===== src/rtl/uart_tx_if.sv =====
// Host-side handshake and line outputs of the UART transmitter.
interface uart_tx_if #(
    parameter int DATA_WIDTH = 8
);
    logic                  tx_valid;
    logic [DATA_WIDTH-1:0] tx_data;
    logic                  tx_ready;
    logic                  tx;
    logic                  tx_busy;
    logic                  tx_done;

    modport master (output tx_valid, tx_data, input tx_ready, tx, tx_busy, tx_done);
    modport slave  (input tx_valid, tx_data, output tx_ready, tx, tx_busy, tx_done);
endinterface


===== src/rtl/uart_tx.sv =====
// UART transmitter: start bit, DATA_WIDTH data bits LSB first, optional parity, 1-2 stop bits.
// The line output is registered from the next-state decode so it changes exactly on state edges.
module uart_tx #(
    parameter int CLK_FREQ   = 50000000,
    parameter int BAUD_RATE  = 19200,
    parameter int DATA_WIDTH = 8,
    parameter int PARITY_EN  = 0,
    parameter int PARITY_ODD = 0,
    parameter int STOP_BITS  = 1
) (
    input logic      clk,
    input logic      rst,
    uart_tx_if.slave tx_if
);
    localparam int CLK_DIVIDE = CLK_FREQ / BAUD_RATE;
    localparam int CNT_W      = (CLK_DIVIDE > 1) ? $clog2(CLK_DIVIDE) : 1;
    localparam int IDX_W      = $clog2(DATA_WIDTH + 1);

    localparam logic [CNT_W-1:0] CNT_LAST  = CNT_W'(CLK_DIVIDE - 1);
    localparam logic [CNT_W-1:0] CNT_ONE   = CNT_W'(1);
    localparam logic [IDX_W-1:0] DATA_LAST = IDX_W'(DATA_WIDTH - 1);
    localparam logic [IDX_W-1:0] STOP_LAST = IDX_W'(STOP_BITS - 1);
    localparam logic [IDX_W-1:0] IDX_ONE   = IDX_W'(1);
    localparam logic             PARITY_ON = (PARITY_EN != 0);
    localparam logic             ODD_BIT   = (PARITY_ODD != 0);

    typedef enum logic [2:0] {
        S_IDLE   = 3'd0,
        S_START  = 3'd1,
        S_DATA   = 3'd2,
        S_PARITY = 3'd3,
        S_STOP   = 3'd4,
        S_DONE   = 3'd5
    } state_t;

    state_t                r_state,    w_state_nxt;
    logic [CNT_W-1:0]      r_baud_cnt, w_baud_cnt_nxt;
    logic [IDX_W-1:0]      r_bit_idx,  w_bit_idx_nxt;
    logic [DATA_WIDTH-1:0] r_shift,    w_shift_nxt;
    logic                  r_parity,   w_parity_nxt;
    logic                  r_tx,       w_tx_nxt;
    logic                  w_bit_end;

    assign w_bit_end = (r_baud_cnt == CNT_LAST);

    always_comb begin
        // NOTE: every signal driven here gets a default first, so no path can infer a latch.
        w_state_nxt    = r_state;
        w_baud_cnt_nxt = w_bit_end ? '0 : r_baud_cnt + CNT_ONE;
        w_bit_idx_nxt  = r_bit_idx;
        w_shift_nxt    = r_shift;
        w_parity_nxt   = r_parity;
        w_tx_nxt       = 1'b1;

        case (r_state)
            S_IDLE: begin
                w_baud_cnt_nxt = '0;
                w_bit_idx_nxt  = '0;
                if (tx_if.tx_valid) begin
                    w_state_nxt  = S_START;
                    w_shift_nxt  = tx_if.tx_data;
                    w_parity_nxt = (^tx_if.tx_data) ^ ODD_BIT;
                end
            end
            S_START: begin
                if (w_bit_end) w_state_nxt = S_DATA;
            end
            S_DATA: begin
                if (w_bit_end) begin
                    w_shift_nxt = r_shift >> 1;
                    if (r_bit_idx == DATA_LAST) begin
                        w_bit_idx_nxt = '0;
                        w_state_nxt   = PARITY_ON ? S_PARITY : S_STOP;
                    end else begin
                        w_bit_idx_nxt = r_bit_idx + IDX_ONE;
                    end
                end
            end
            S_PARITY: begin
                if (w_bit_end) w_state_nxt = S_STOP;
            end
            S_STOP: begin
                // bit index doubles as the stop-bit counter
                if (w_bit_end) begin
                    if (r_bit_idx == STOP_LAST) begin
                        w_bit_idx_nxt = '0;
                        w_state_nxt   = S_DONE;
                    end else begin
                        w_bit_idx_nxt = r_bit_idx + IDX_ONE;
                    end
                end
            end
            S_DONE: begin
                w_baud_cnt_nxt = '0;
                w_state_nxt    = S_IDLE;
            end
            default: begin
                w_baud_cnt_nxt = '0;
                w_bit_idx_nxt  = '0;
                w_state_nxt    = S_IDLE;
            end
        endcase

        case (w_state_nxt)
            S_START:  w_tx_nxt = 1'b0;
            S_DATA:   w_tx_nxt = w_shift_nxt[0];
            S_PARITY: w_tx_nxt = w_parity_nxt;
            default:  w_tx_nxt = 1'b1;
        endcase
    end

    always_ff @(posedge clk or negedge rst) begin
        // NOTE: sequential state uses non-blocking assignments so all registers update together.
        if (!rst) begin
            r_state    <= S_IDLE;
            r_baud_cnt <= '0;
            r_bit_idx  <= '0;
            r_shift    <= '0;
            r_parity   <= 1'b0;
            r_tx       <= 1'b1;
        end else begin
            r_state    <= w_state_nxt;
            r_baud_cnt <= w_baud_cnt_nxt;
            r_bit_idx  <= w_bit_idx_nxt;
            r_shift    <= w_shift_nxt;
            r_parity   <= w_parity_nxt;
            r_tx       <= w_tx_nxt;
        end
    end

    assign tx_if.tx       = r_tx;
    assign tx_if.tx_ready = (r_state == S_IDLE);
    assign tx_if.tx_done  = (r_state == S_DONE);
    assign tx_if.tx_busy  = (r_state inside {S_START, S_DATA, S_PARITY, S_STOP, S_DONE});
endmodule

===== src/flat_wrapper.sv =====
// flat-port wrapper written by rule: the top's interface ports become plain ports
module uart_tx_flat 
#(
    parameter int CLK_FREQ   = 50000000,
    parameter int BAUD_RATE  = 19200,
    parameter int DATA_WIDTH = 8,
    parameter int PARITY_EN  = 0,
    parameter int PARITY_ODD = 0,
    parameter int STOP_BITS  = 1
)
  (clk, rst, tx_if_tx_valid, tx_if_tx_data, tx_if_tx_ready, tx_if_tx, tx_if_tx_busy, tx_if_tx_done);
  uart_tx_if #(.DATA_WIDTH(DATA_WIDTH)) tx_if_i ();
  input logic clk;
  input logic rst;
  input wire logic [$bits(tx_if_i.tx_valid)-1:0] tx_if_tx_valid;
  input wire logic [$bits(tx_if_i.tx_data)-1:0] tx_if_tx_data;
  output wire logic [$bits(tx_if_i.tx_ready)-1:0] tx_if_tx_ready;
  output wire logic [$bits(tx_if_i.tx)-1:0] tx_if_tx;
  output wire logic [$bits(tx_if_i.tx_busy)-1:0] tx_if_tx_busy;
  output wire logic [$bits(tx_if_i.tx_done)-1:0] tx_if_tx_done;
  assign tx_if_i.tx_valid = tx_if_tx_valid;
  assign tx_if_i.tx_data = tx_if_tx_data;
  assign tx_if_tx_ready = tx_if_i.tx_ready;
  assign tx_if_tx = tx_if_i.tx;
  assign tx_if_tx_busy = tx_if_i.tx_busy;
  assign tx_if_tx_done = tx_if_i.tx_done;
  uart_tx #(.CLK_FREQ(CLK_FREQ), .BAUD_RATE(BAUD_RATE), .DATA_WIDTH(DATA_WIDTH), .PARITY_EN(PARITY_EN), .PARITY_ODD(PARITY_ODD), .STOP_BITS(STOP_BITS)) u_core (.clk(clk), .rst(rst), .tx_if(tx_if_i));
endmodule

===== config.mk =====
export PLATFORM = sky130hd
export DESIGN_NAME = uart_tx_flat
export DESIGN_NICKNAME = d
export VERILOG_FILES = /design/src/rtl/uart_tx_if.sv /design/src/rtl/uart_tx.sv /design/src/flat_wrapper.sv
export SDC_FILE = /design/constraint.sdc
export NUM_CORES = 1
export LEC_CHECK = 0
export ABC_AREA = 0
export CORE_ASPECT_RATIO = 1.5
export CORE_MARGIN = 2
export CORE_UTILIZATION = 57
export DETAILED_ROUTE_END_ITERATION = 10
export GPL_ROUTABILITY_DRIVEN = 0
export PLACE_DENSITY = 0.79
export SYNTH_ARGS = -nofsm -noshare
export SYNTH_HDL_FRONTEND = slang
export SYNTH_SLANG_ARGS = --single-unit

===== constraint.sdc =====
create_clock -name clk -period 6.22 [get_ports clk]
set_clock_uncertainty 0.2 [all_clocks]
set_input_delay 0.622 -clock clk [delete_from_list [all_inputs] [get_ports clk]]
set_output_delay 0.622 -clock clk [all_outputs]
set_load 0.005 [all_outputs]

* Word-level counts from Yosys, hierarchy flattened
Cells that the tools add are included.
Storage, ports and cells: output and inout bits 4, logic and storage cells 53, input bits 11, register bits after elaboration 29
Cells by class: eq/ne operators 13, add/subtract/negate cells 2, reductions and logical operators 9, mux-type cells 21, bitwise operators 1
Operator list (number):
- 12-bit 2-to-1 mux | 2
- 3-bit 2-to-1 mux | 7
- 4-bit 2-to-1 mux | 4
- 8-bit 2-to-1 mux | 2
- 8-bit one-hot mux with 2 select lines | 1
- 3-bit one-hot mux with 5 select lines | 1
- 12-bit by 1-bit adder with 12-bit output, second input constant | 1
- 12-bit equality test, second input constant | 1
- 3-bit by 2-bit equality test with 1-bit output, second input constant | 4
- 4-bit one-hot mux with 3 select lines | 1
- 8-bit parity | 1
- 3-bit by 1-bit equality test with 1-bit output, second input constant | 2
- 3-bit equality test, second input constant | 2
- 3-bit AND reduction | 2
- 5-bit nonzero test | 1
- 4-bit by 1-bit adder with 4-bit output, second input constant | 1
- 4-bit by 3-bit equality test with 1-bit output, second input constant | 1
- 4-bit logical NOT | 1
- 2-bit by 1-bit inequality test with 1-bit output, second input constant | 2
- 4-bit OR reduction | 1
- 3-bit logical NOT | 1
- 1-bit one-hot mux with 3 select lines | 1
- 3-bit OR reduction | 1
- 1-bit 2-to-1 mux | 2
- 3 further kinds | 3

* Depth between registers and ports, before layout
word-level depth 6, depth in mapped cells 7

* Worst setup path after synthesis
No wires, ideal clock.
kind reg-to-reg, from register u_core.r_baud_cnt[4], to register u_core.r_shift[7], path slack 4.262 ns, data required time 5.899 ns, buffers on the path 1, arrival time 1.637 ns, stages on the path, launching flop included 7, setup time 0.121 ns, cells stage by stage dfrtp_1 > nor4b_4 > and3_1 > mux2i_1 > or3_1 > buf_2 > a22o_1
Between the ends: longest elaborated chain between the ends 3
RTL lines:
- from (decl) | line uart_tx.sv:37 | logic [CNT_W-1:0] r_baud_cnt, w_baud_cnt_nxt;
- from (signal assigned) | line uart_tx.sv:123 | r_baud_cnt <= w_baud_cnt_nxt;
- 12-bit equality test | line uart_tx.sv:44 | assign w_bit_end = (r_baud_cnt == CNT_LAST);
- 2-bit by 1-bit inequality test with 1-bit output (no line)
- 3-bit AND reduction (no line)
- to (signal assigned) | line uart_tx.sv:125 | r_shift <= w_shift_nxt;
- to (decl) | line uart_tx.sv:39 | logic [DATA_WIDTH-1:0] r_shift, w_shift_nxt;
Every way passes these cells. A chain may end at the register's enable or synchronous reset.

* Worst setup path after layout
from register u_core.r_state[2], to output tx_if_tx_done
Between the ends: longest elaborated chain between the ends 1
RTL lines:
- from (decl) | line uart_tx.sv:36 | state_t r_state, w_state_nxt;
- from (signal assigned) | line uart_tx.sv:122 | r_state <= w_state_nxt;
- 3-bit equality test | line uart_tx.sv:133 | assign tx_if.tx_done = (r_state == S_DONE);
- to (decl) | line flat_wrapper.sv:20 | output wire logic [$bits(tx_if_i.tx_done)-1:0] tx_if_tx_done;
Every way passes these cells.

==> metrics.txt <==
final setup fails 0; final hold violations 0; required time of the worst setup path 5400 ps; CTS sink cnt 29; Die Height 68.5 µm; layout cells sized above 1 6.82%; syn nets 174; Syn Area/Cell 9.89 µm²; Hold Path Stages 1; Netlist Area Pre-Place 0.00158 mm²; VDD IR max 0.186 mV; clock slew at reported path FFs 60 ps; root cell of the clock tree clkbuf_8; largest net degree at the start of global routing 30; Synth cell types 35; wire length per cell 14.7 µm; Slew HR 28.2%; Max Cap Viol 0; r2r endpoint u_core.tx_if.tx; TritonCTS clock tree done; CP peak stage delay 580 ps; Setup CP Type flip-flop to primary output; Die ar. 0.00322 mm²; number of H-tree levels 2; WHS Endpoint u_core.r_baud_cnt[0]; first-iteration detailed-routing DRC count 38; Clock Latency Late Sink 280 ps; min-delay src u_core.r_baud_cnt[0]; leading area contributor after synthesis dfrtp_1; Vias/cell 5.59; Starting Density 59.8%; Routed WL 3120 µm; Static Leak 0.800 nW; final design area excluding fillers 0.00183 mm²; crit path time final 2600 ps; IO Pins 15; vias in the first global route 1211; Syn Inst Count 160; Crit Path Max Fanout 12; synth top area cells dfrtp_1 (44%), xnor2_1 (6.1%), a22o_1 (4.4%), nor2_1 (4.3%), xor2_1 (3.9%); FF+latch count, synth 29; initial antenna violation count 0; Die Wd 47.0 µm; max frequency 385 MHz; Diodes inserted 0; total track usage 24.0%; Crit path buffers/inverters 2; Worst setup SP type flip-flop; placed inst area 0.00175 mm²; status completed; drt first pass iters 4; area share of the largest cell type after synthesis 44.3%; yosys warns 0; TNS Setup 0 ps; R2R cell count 5; top cell family by delay on the critical path buffers and inverters; via count 1191; cts repair resizes 0; Final period util 41.7%; Detailed Place HPWL 2270 µm; Clock Path Buffers 2; Area growth, synth to finish 15.6%; postcts setup bufs 0; Port Buffers 14; CTS Buf Count 5; Net count, final 189; hold_buf cts 0; CP Cell Sequence inv_1, nor3b_1, clkdlybuf4s50_1; endpoint class of the critical path primary output; HP Class flip-flop to flip-flop; ANT nets after route 0; FF-to-FF Start u_core.r_state[1]; Slew Viols, Final 0; flop-to-flop setup slack 3860 ps; RSZ-0062 raised after global routing false; worst-margin pin slew 1070 ps; Critical Path AT 1770 ps; leading cell types in the layout, fill and taps excluded dfrtp_1 (28), nor2_1 (18), clkdlybuf4s50_1 (14); slowest cell on the critical path dfrtp_1; hold_ws 263 ps; sequential fraction of the synthesis area 45.9%; most common cell after layout, fill and taps aside dfrtp_1; fill cell count 215; first-pass GRT wire length 5380 µm; grt ovf 0; pwr dens 265 mW/mm²; Core Region 0.00265 mm²; # DRC 0; Site Rows 23
[cells in the mapped netlist]
cell / n
buf_2: 3
xnor2_1: 11
and3b_1: 1
dfrtp_1: 28
ha_1: 3
and3_1: 5
a21oi_1: 5
nand2_1: 11
clkbuf_1: 4
o21ai_1: 1
o21ai_0: 5
nand3_1: 9
a211o_1: 1
and2_1: 2
nand4_1: 3
nor3_1: 1
nor2_1: 18
a31oi_1: 2
and4bb_2: 1
a22o_1: 8
or3_1: 1
mux2i_1: 3
o31a_1: 1
nor4b_4: 1
nand3b_1: 1
nor2b_1: 1
dfstp_2: 1
and4_1: 2
xor2_1: 7
inv_1: 5
nor4b_2: 1
a311o_1: 1
nor3b_1: 4
a21o_1: 7
o211ai_1: 2
[metal layers]
layer / share of wire [%] / global-route usage, % / routed length, µm
met5: 0 / 0 / 0
met2: 55 / 40.8 / 1710
met1: 40 / 27.3 / 1250
met3: 3.7 / 7.29 / 116
met4: 1.5 / 9.72 / 47
[stage by stage]
stage | power (mW) | worst slack [ps] | utilization, % | instances
4_1_cts | 0.491 | 3600 | 69.1 | 213
6_report | 0.485 | 3620 | 69.1 | 213
3_3_place_gp | 0.333 | 3440 | 66.0 | 205
3_5_place_dp | 0.341 | 3390 | 66.0 | 205
5_1_grt | 0.515 | 3360 | 69.1 | 213
2_1_floorplan | 0.307 | 4260 | - | 160
[worst max-delay path by stage]
stage | start | endpoint | slack [ps] | cells past startpoint
after global placement | tx_if_tx_valid | u_core.tx_if.tx | 3440 | 6
after global routing | tx_if_tx_valid | u_core.tx_if.tx | 3360 | 6
after floorplan | u_core.r_baud_cnt[4] | u_core.r_shift[7] | 4260 | 6
final | u_core.r_state[2] | tx_if_tx_done | 3620 | 3
after CTS | u_core.r_state[2] | tx_if_tx_done | 3600 | 3
after detailed placement | tx_if_tx_valid | u_core.tx_if.tx | 3390 | 6
[final cells by class]
class,instances,area (µm²),area share [%]
tap,37,46.3,2.53
clock buffer,6,72.6,3.97
sequential,29,727,39.7
inverter,5,18.8,1.03
multi-input combinational,119,807,44.1
clock inverter,2,10.0,0.547
timing repair buffer,15,148,8.07
[where the power goes]
| part | total [mW] | internal (mW) | switching [mW] |
|---|---|---|---|
| clock network | 0.147 | 0.0772 | 0.0695 |
| registers | 0.248 | 0.222 | 0.0254 |
| logic | 0.0909 | 0.0470 | 0.0440 |
| total | 0.485 | 0.347 | 0.139 |
[flip-flops by register name, summed over array words and instances (netlist names)]
register	flops
u_core.r_state	3
u_core.r_shift	8
u_core.r_baud_cnt	12
u_core.r_parity	1
u_core.r_bit_idx	4
u_core.tx_if.tx	1
[cell families (layout without fill, tap and decap cells)]
kind of cell | count (synthesis) | in the layout | synth area share, %
AO/OA/AOI/OAI | 33 | 33 | 14.7
XOR/XNOR | 18 | 18 | 9.96
adder cells (fa/ha/maj) | 3 | 3 | 2.37
buffers and inverters | 12 | 28 | 3.08
flip-flops | 29 | 29 | 45.9
multiplexers | 3 | 3 | 1.90
AND/OR/NAND/NOR | 62 | 62 | 22.1
Note: power is estimated with default switching activity, not from simulation.
